`src/rtl/mem_arb_pkg.sv`:
```
// Shared types and default sizes for the two-port memory arbiter.
package mem_arb_pkg;

  localparam int ADDR_W_DEF       = 6;
  localparam int DATA_W_DEF       = 32;
  localparam int STARVE_LIMIT_DEF = 3;

  typedef enum logic [2:0] {
    IDLE      = 3'd0,
    GRANT_D   = 3'd1,
    GRANT_I   = 3'd2,
    RELEASE_D = 3'd3,
    RELEASE_I = 3'd4
  } arb_state_e;

  // Width needed to hold 0..limit; never narrower than one bit.
  function automatic int ctr_width(input int limit);
    return (limit < 1) ? 1 : $clog2(limit + 1);
  endfunction

endpackage

```
`src/rtl/mem_arbiter_if.sv`:
```
// Cache-side and memory-side buses of the arbiter; slave = arbiter, master = environment.
interface mem_arbiter_if #(
  parameter int ADDR_W = 6,
  parameter int DATA_W = 32
);
  logic              d_read;
  logic              d_write;
  logic [ADDR_W-1:0] d_address;
  logic [DATA_W-1:0] d_writedata;
  logic [DATA_W-1:0] d_readdata;
  logic              d_busywait;

  logic              i_read;
  logic [ADDR_W-1:0] i_address;
  logic [DATA_W-1:0] i_readdata;
  logic              i_busywait;

  logic              mem_read;
  logic              mem_write;
  logic [ADDR_W-1:0] mem_address;
  logic [DATA_W-1:0] mem_writedata;
  logic [DATA_W-1:0] mem_readdata;
  logic              mem_busywait;

  modport slave (
    input  d_read, d_write, d_address, d_writedata, i_read, i_address,
           mem_readdata, mem_busywait,
    output d_readdata, d_busywait, i_readdata, i_busywait,
           mem_read, mem_write, mem_address, mem_writedata
  );

  modport master (
    output d_read, d_write, d_address, d_writedata, i_read, i_address,
           mem_readdata, mem_busywait,
    input  d_readdata, d_busywait, i_readdata, i_busywait,
           mem_read, mem_write, mem_address, mem_writedata
  );
endinterface

```
`src/rtl/arb_starve_ctr.sv`:
```
// Saturating up-counter with synchronous clear; clear wins over increment.
module arb_starve_ctr #(
  parameter int               WIDTH = 2,
  parameter logic [WIDTH-1:0] LIMIT = '1
)(
  input  logic             gclk,
  input  logic             grst_n,
  input  logic             inc,
  input  logic             clr,
  output logic [WIDTH-1:0] count,
  output logic             at_limit
);

  assign at_limit = (count == LIMIT);

  always_ff @(posedge gclk or negedge grst_n) begin
    if (!grst_n)                count <= '0;
    else if (clr)               count <= '0;
    else if (inc && !at_limit)  count <= count + 1'b1;
  end

endmodule

```
`src/rtl/mem_arbiter.sv`:
```
// Shares one data memory between dcache (rd/wr) and icache (rd) with fixed dcache
// priority and bounded icache starvation. MEM_ARB_STATS_EN adds per-port grant counters.
module mem_arbiter
  import mem_arb_pkg::*;
#(
  parameter int ADDR_W       = ADDR_W_DEF,
  parameter int DATA_W       = DATA_W_DEF,
  parameter int STARVE_LIMIT = STARVE_LIMIT_DEF
)(
  input  logic          CLK,
  input  logic          RESET,
  mem_arbiter_if.slave  bus
`ifdef MEM_ARB_STATS_EN
  ,
  output logic [15:0]   d_grant_count,
  output logic [15:0]   i_grant_count
`endif
);

  localparam int CW = ctr_width(STARVE_LIMIT);

  arb_state_e        state, state_n;
  logic              seen_busy, wr_q;
  logic [DATA_W-1:0] d_rd_q, i_rd_q;
  logic              d_req, i_req, in_grant, done, enter_d, enter_i;
  logic              d_bw, i_bw, mem_read_c, mem_write_c;
  logic [ADDR_W-1:0] mem_addr_c;
  logic [DATA_W-1:0] mem_wdata_c;
  logic [CW-1:0]     starve_cnt;
  logic              starve_max;

  assign d_req    = bus.d_read | bus.d_write;
  assign i_req    = bus.i_read;
  assign in_grant = (state == GRANT_D) || (state == GRANT_I);
  // Busy must have been observed first so a memory that is slow to raise
  // busywait is not mistaken for an instant completion.
  assign done     = in_grant && seen_busy && !bus.mem_busywait;
  assign enter_d  = (state == IDLE) && (state_n == GRANT_D);
  assign enter_i  = (state == IDLE) && (state_n == GRANT_I);

  always_ff @(posedge CLK or negedge RESET) begin
    if (!RESET) state <= IDLE;
    else        state <= state_n;
  end

  always_comb begin
    state_n     = state;
    d_bw        = 1'b0;
    i_bw        = 1'b0;
    mem_read_c  = 1'b0;
    mem_write_c = 1'b0;
    mem_addr_c  = '0;
    mem_wdata_c = '0;
    case (state)
      IDLE: begin
        d_bw = d_req;
        i_bw = i_req;
        if (d_req && i_req) state_n = starve_max ? GRANT_I : GRANT_D;
        else if (d_req)     state_n = GRANT_D;
        else if (i_req)     state_n = GRANT_I;
      end
      GRANT_D: begin
        // Op kind is latched at grant so a dropped request still completes.
        mem_write_c = wr_q;
        mem_read_c  = !wr_q;
        mem_addr_c  = bus.d_address;
        mem_wdata_c = bus.d_writedata;
        d_bw        = 1'b1;
        i_bw        = i_req;
        if (done) state_n = RELEASE_D;
      end
      GRANT_I: begin
        mem_read_c = 1'b1;
        mem_addr_c = bus.i_address;
        i_bw       = 1'b1;
        d_bw       = d_req;
        if (done) state_n = RELEASE_I;
      end
      RELEASE_D: begin
        i_bw    = i_req;
        state_n = IDLE;
      end
      RELEASE_I: begin
        d_bw    = d_req;
        state_n = IDLE;
      end
      default: state_n = IDLE;
    endcase
  end

  always_ff @(posedge CLK or negedge RESET) begin
    if (!RESET) begin
      seen_busy <= 1'b0;
      wr_q      <= 1'b0;
      d_rd_q    <= '0;
      i_rd_q    <= '0;
    end else begin
      if (done)                              seen_busy <= 1'b0;
      else if (in_grant && bus.mem_busywait) seen_busy <= 1'b1;
      if (done && state == GRANT_D) d_rd_q <= bus.mem_readdata;
      if (done && state == GRANT_I) i_rd_q <= bus.mem_readdata;
      if (enter_d) wr_q <= bus.d_write;
    end
  end

  arb_starve_ctr #(.WIDTH(CW), .LIMIT(CW'(STARVE_LIMIT))) u_starve (
    .gclk(CLK), .grst_n(RESET),
    .inc(enter_d & i_req), .clr(enter_i),
    .count(starve_cnt), .at_limit(starve_max)
  );

`ifdef MEM_ARB_STATS_EN
  logic d_sat_unused, i_sat_unused;

  arb_starve_ctr #(.WIDTH(16), .LIMIT(16'hFFFF)) u_d_stats (
    .gclk(CLK), .grst_n(RESET), .inc(enter_d), .clr(1'b0),
    .count(d_grant_count), .at_limit(d_sat_unused)
  );

  arb_starve_ctr #(.WIDTH(16), .LIMIT(16'hFFFF)) u_i_stats (
    .gclk(CLK), .grst_n(RESET), .inc(enter_i), .clr(1'b0),
    .count(i_grant_count), .at_limit(i_sat_unused)
  );
`endif

  // Reset also masks the combinational IDLE busywait path.
  assign bus.d_busywait    = d_bw & RESET;
  assign bus.i_busywait    = i_bw & RESET;
  assign bus.d_readdata    = d_rd_q;
  assign bus.i_readdata    = i_rd_q;
  assign bus.mem_read      = mem_read_c;
  assign bus.mem_write     = mem_write_c;
  assign bus.mem_address   = mem_addr_c;
  assign bus.mem_writedata = mem_wdata_c;

endmodule
```
`src/flat_wrapper.sv`:
```
// flat-port wrapper written by rule: the top's interface ports become plain ports
module mem_arbiter_flat import mem_arb_pkg::*;
#(
  parameter int ADDR_W       = ADDR_W_DEF,
  parameter int DATA_W       = DATA_W_DEF,
  parameter int STARVE_LIMIT = STARVE_LIMIT_DEF
)
  (CLK, RESET, bus_d_read, bus_d_write, bus_d_address, bus_d_writedata, bus_i_read, bus_i_address, bus_mem_readdata, bus_mem_busywait, bus_d_readdata, bus_d_busywait, bus_i_readdata, bus_i_busywait, bus_mem_read, bus_mem_write, bus_mem_address, bus_mem_writedata);
  mem_arbiter_if #(.ADDR_W(ADDR_W), .DATA_W(DATA_W)) bus_i ();
  input  logic CLK;
  input  logic RESET;
  input wire logic [$bits(bus_i.d_read)-1:0] bus_d_read;
  input wire logic [$bits(bus_i.d_write)-1:0] bus_d_write;
  input wire logic [$bits(bus_i.d_address)-1:0] bus_d_address;
  input wire logic [$bits(bus_i.d_writedata)-1:0] bus_d_writedata;
  input wire logic [$bits(bus_i.i_read)-1:0] bus_i_read;
  input wire logic [$bits(bus_i.i_address)-1:0] bus_i_address;
  input wire logic [$bits(bus_i.mem_readdata)-1:0] bus_mem_readdata;
  input wire logic [$bits(bus_i.mem_busywait)-1:0] bus_mem_busywait;
  output wire logic [$bits(bus_i.d_readdata)-1:0] bus_d_readdata;
  output wire logic [$bits(bus_i.d_busywait)-1:0] bus_d_busywait;
  output wire logic [$bits(bus_i.i_readdata)-1:0] bus_i_readdata;
  output wire logic [$bits(bus_i.i_busywait)-1:0] bus_i_busywait;
  output wire logic [$bits(bus_i.mem_read)-1:0] bus_mem_read;
  output wire logic [$bits(bus_i.mem_write)-1:0] bus_mem_write;
  output wire logic [$bits(bus_i.mem_address)-1:0] bus_mem_address;
  output wire logic [$bits(bus_i.mem_writedata)-1:0] bus_mem_writedata;
  assign bus_i.d_read = bus_d_read;
  assign bus_i.d_write = bus_d_write;
  assign bus_i.d_address = bus_d_address;
  assign bus_i.d_writedata = bus_d_writedata;
  assign bus_i.i_read = bus_i_read;
  assign bus_i.i_address = bus_i_address;
  assign bus_i.mem_readdata = bus_mem_readdata;
  assign bus_i.mem_busywait = bus_mem_busywait;
  assign bus_d_readdata = bus_i.d_readdata;
  assign bus_d_busywait = bus_i.d_busywait;
  assign bus_i_readdata = bus_i.i_readdata;
  assign bus_i_busywait = bus_i.i_busywait;
  assign bus_mem_read = bus_i.mem_read;
  assign bus_mem_write = bus_i.mem_write;
  assign bus_mem_address = bus_i.mem_address;
  assign bus_mem_writedata = bus_i.mem_writedata;
  mem_arbiter #(.ADDR_W(ADDR_W), .DATA_W(DATA_W), .STARVE_LIMIT(STARVE_LIMIT)) u_core (.CLK(CLK), .RESET(RESET), .bus(bus_i));
endmodule
```
`config.mk`:
```
export PLATFORM = sky130hd
export DESIGN_NAME = mem_arbiter_flat
export DESIGN_NICKNAME = d
export VERILOG_FILES = /design/src/rtl/mem_arb_pkg.sv /design/src/rtl/mem_arbiter_if.sv /design/src/rtl/arb_starve_ctr.sv /design/src/rtl/mem_arbiter.sv /design/src/flat_wrapper.sv
export SDC_FILE = /design/constraint.sdc
export NUM_CORES = 1
export LEC_CHECK = 0
export ABC_AREA = 0
export CAP_MARGIN = 20
export CORE_AREA = 4 4 131 70
export CTS_CLUSTER_SIZE = 10
export DETAILED_ROUTE_END_ITERATION = 16
export DIE_AREA = 0 0 135 74
export GPL_ROUTABILITY_DRIVEN = 0
export PLACE_DENSITY_LB_ADDON = 0.08
export SETUP_SLACK_MARGIN = 0.2
export SLEW_MARGIN = 20
export SYNTH_ARGS = -nofsm -noshare
export SYNTH_HDL_FRONTEND = slang
export SYNTH_SLANG_ARGS = --single-unit
```
`constraint.sdc`:
```
create_clock -name CLK -period 2.5 [get_ports CLK]
set_input_delay 0.25 -clock CLK [delete_from_list [all_inputs] [get_ports CLK]]
set_output_delay 0.25 -clock CLK [all_outputs]
set_load 0.01 [all_outputs]
```
==> out/summary.txt <==
Status = complete, no violations
Core area = 7914 um^2
Asr flop ratio synth = 100.0%
Number of placement rows = 23
Post-synth cell types = 27
Number of violations of the max-capacitance limit = 0
Total wirelength of the detailed-routed design = 9504 um
Chip Height = 74 um
Master cell of the clock root buffer = clkbuf_16
Starting density of the core = 40.90%
Part of the total power dissipated in sequential elements = 30.6%
Proportion of layout cells with a drive suffix above 1 = 23.50%
Max_slew headroom = 66.11%
Detailed placement HPWL = 7423 um
Cell type with the highest aggregate area in the netlist = dfrtp_1
Vias in the first global route = 2757
Yosys warns = 0
All-Layer GR Usage = 18.91%
Via count of the routed design = 2527
Maximum number of pins on one net before global-route repair = 42
Post-layout utilization of the core = 69.87%
Number of buffers added on ports = 187
Biggest fanout along the worst timing path = 16
Maximum resistive drop on vdd = 605.6 uV
Startpoint type of the worst setup path = flop
Switching Fraction = 30.73%
Mapped Area = 3237 um^2
CTS tree = yes
Area grow syn2layout = 70.82%
Number of instances in the synthesized netlist = 231
Global route overflow = 0
Number of placed I/O pins = 188
Min-delay worst type = input port to async pin
DRC viols = 0
Top-area cell type share of the netlist area = 54.89%
Critical path required time = 2.25 ns
Width of the chip = 135 um
Combinational power share = 52.8%
Vias/cell = 4.628
Shortest clock period the worst path allows after layout = 2.191 ns
Max Slew Vio Count = 0
Global-route wire length before repair = 14740 um
Total length of routed met3 wires = 751 um
Met1 wire length = 3701 um
H-tree depth = 3
Sequential share of the synthesized area = 54.89%
Design Power = 6.829 mW
Deepest clock path buffer count = 2
RSZ-0062 raised after global routing = true
Critical Path AT = 1.94 ns
Final setup violation count = 0
Worst skew pair latency = 0.32 ns
Average size of a mapped cell = 14.01 um^2
Met2 wire len = 4958 um
Count of TritonRoute iterations in the first routing pass = 4
Overall die area = 9990 um^2
Kind of critical path = flop to primary output
Number of CTS-inserted buffers = 9
Antenna cells = 0
# clock sinks = 71
Power per standard cell area = 1235 nW/um^2
Number of flops mapped to enable cells by yosys = 0
Fin. Hold Viols = 0
Layout Nets = 512
Summed negative setup slack over all endpoints = 0 ns
Number of DRC markers after the initial detailed-route iteration = 83
Main synth FF type = dfrtp_1
Cell Int Power = 4.731 mW
Register bit total from synthesis = 71
Peak clock frequency supported by timing = 456.5 MHz
Worst clock skew = 0.006477 ns
Leak = 2.439 nW
Final period util = 87.63%
Part of the power in the clock network = 16.6%
Highest routed layer = met4
Clock Pin Slew Worst Setup and Hold Paths = 0.05 ns
Critical path capture point type = primary output
Post-DR wirelength/cell = 17.41 um
Count of antenna-violating nets left after detailed routing = 0
Slew of the pin with the lowest slew margin = 0.5083 ns
Largest cells by area after synthesis = dfrtp_1, mux2_4, mux2_2
Initial antenna violation count = 0
Net count after synthesis = 314
P_sw = 2.098 mW
==> worst paths after layout <==
path | startpoint | to | slack [ns] | cells after the start
max reg2reg | u_core.state[2] | u_core.bus.d_readdata[10] | 0.81 | 5
max | u_core.state[2] | bus_mem_writedata[19] | 0.31 | 4
max in group asynchronous | RESET | u_core.state[0] | 1.42 | 3
min in group CLK | u_core.bus.i_readdata[9] | u_core.bus.i_readdata[9] | 0.50 | 1
min reg2reg | u_core.bus.i_readdata[9] | u_core.bus.i_readdata[9] | 0.50 | 1
min | RESET | u_core.bus.d_readdata[0] | 0.30 | 2
==> layout by cell type, fill, tap and decap left out, drive strengths merged, types with 4 or more instances in the layout <==
| cell | instances |
|---|---|
| a22oi | 6 |
| and2 | 33 |
| buf | 14 |
| clkbuf | 13 |
| clkdlybuf4s50 | 186 |
| dfrtp | 71 |
| inv | 4 |
| mux2 | 67 |
| nor2 | 11 |
| nor3b | 4 |
==> Yosys cell counts (4+ instances only) <==
cell type / count
mux2_2: 37
mux2_4: 30
nor2_1: 11
buf_6: 6
clkbuf_1: 4
a22oi_1: 6
and2_1: 33
dfrtp_1: 71
inv_1: 4
==> registers in the layout (all words and copies together) (netlist names) <==
signal                 cells
u_core.wr_q                1
u_core.bus.d_readdata     32
u_core.bus.i_readdata     32
u_core.state               3
u_core.seen_busy           1
u_core.u_starve.count      2
==> cells by family after synthesis <==
group,after synthesis,synth area share [%]
flops,71,54.89
mux,67,26.79
simple gates,57,10.28
buf+inv,18,3.865
compound gates,17,3.788
fa+ha+maj,1,0.3865
==> through the flow <==
stage	hold WS [ns]	cell area (um^2)	cells	setup WS (ns)
2_1_floorplan	-0.04559	3237	231	0.9695
3_3_place_gp	0.1029	5206	525	0.5633
3_5_place_dp	0.1016	5206	525	0.4935
4_1_cts	0.2951	5487	542	0.2040
5_1_grt	0.3201	5529	546	0.2170
6_report	0.3037	5529	546	0.3092
==> layer usage <==
| layer | track usage, % | up-vias |
|---|---|---|
| li1 | - | 1190 |
| met1 | 20.42 | 1236 |
| met2 | 35.14 | 91 |
| met3 | 8.378 | 10 |
| met4 | 4.246 | 0 |
| met5 | 0 | - |
==> area by class of cell <==
cell class | count | area [um^2]
fillers | 570 | 2385
repair buffers | 201 | 1978
flip-flops and latches | 71 | 1780
multi-input cells | 142 | 1346
clock buffers | 13 | 250.2
well taps | 112 | 140.1
clock inverters | 3 | 18.77
inverters | 4 | 15.01
==> power groups by stage <==
stage          Clock [mW]  Combinational (mW)  Sequential (mW)
4_1_cts              1.17                3.61             2.09
3_5_place_dp            0                3.59             2.10
3_3_place_gp            0                3.52             2.07
5_1_grt              1.22                3.84             2.17
6_report             1.14                3.60             2.09
2_1_floorplan           0                1.47             2.26
==> worst max-delay path, stage by stage (launching register included) <==
cell	delay (ns)
dfrtp_2	0.48
nor3b_4	0.23
buf_4	0.22
and2_1	0.14
clkdlybuf4s50_1	0.54
==> what timing repair did <==
item                                    in CTS  in global routing
pin swaps                                    0                  0
hold endpoints to repair                     4                  0
setup buffers                                0                  3
gates cloned                                 0                  1
endpoints found under the setup margin      33                 33
hold buffers                                 1                  0
resized for setup                            1                  6
No activity file was read; power rests on OpenSTA's default activity.
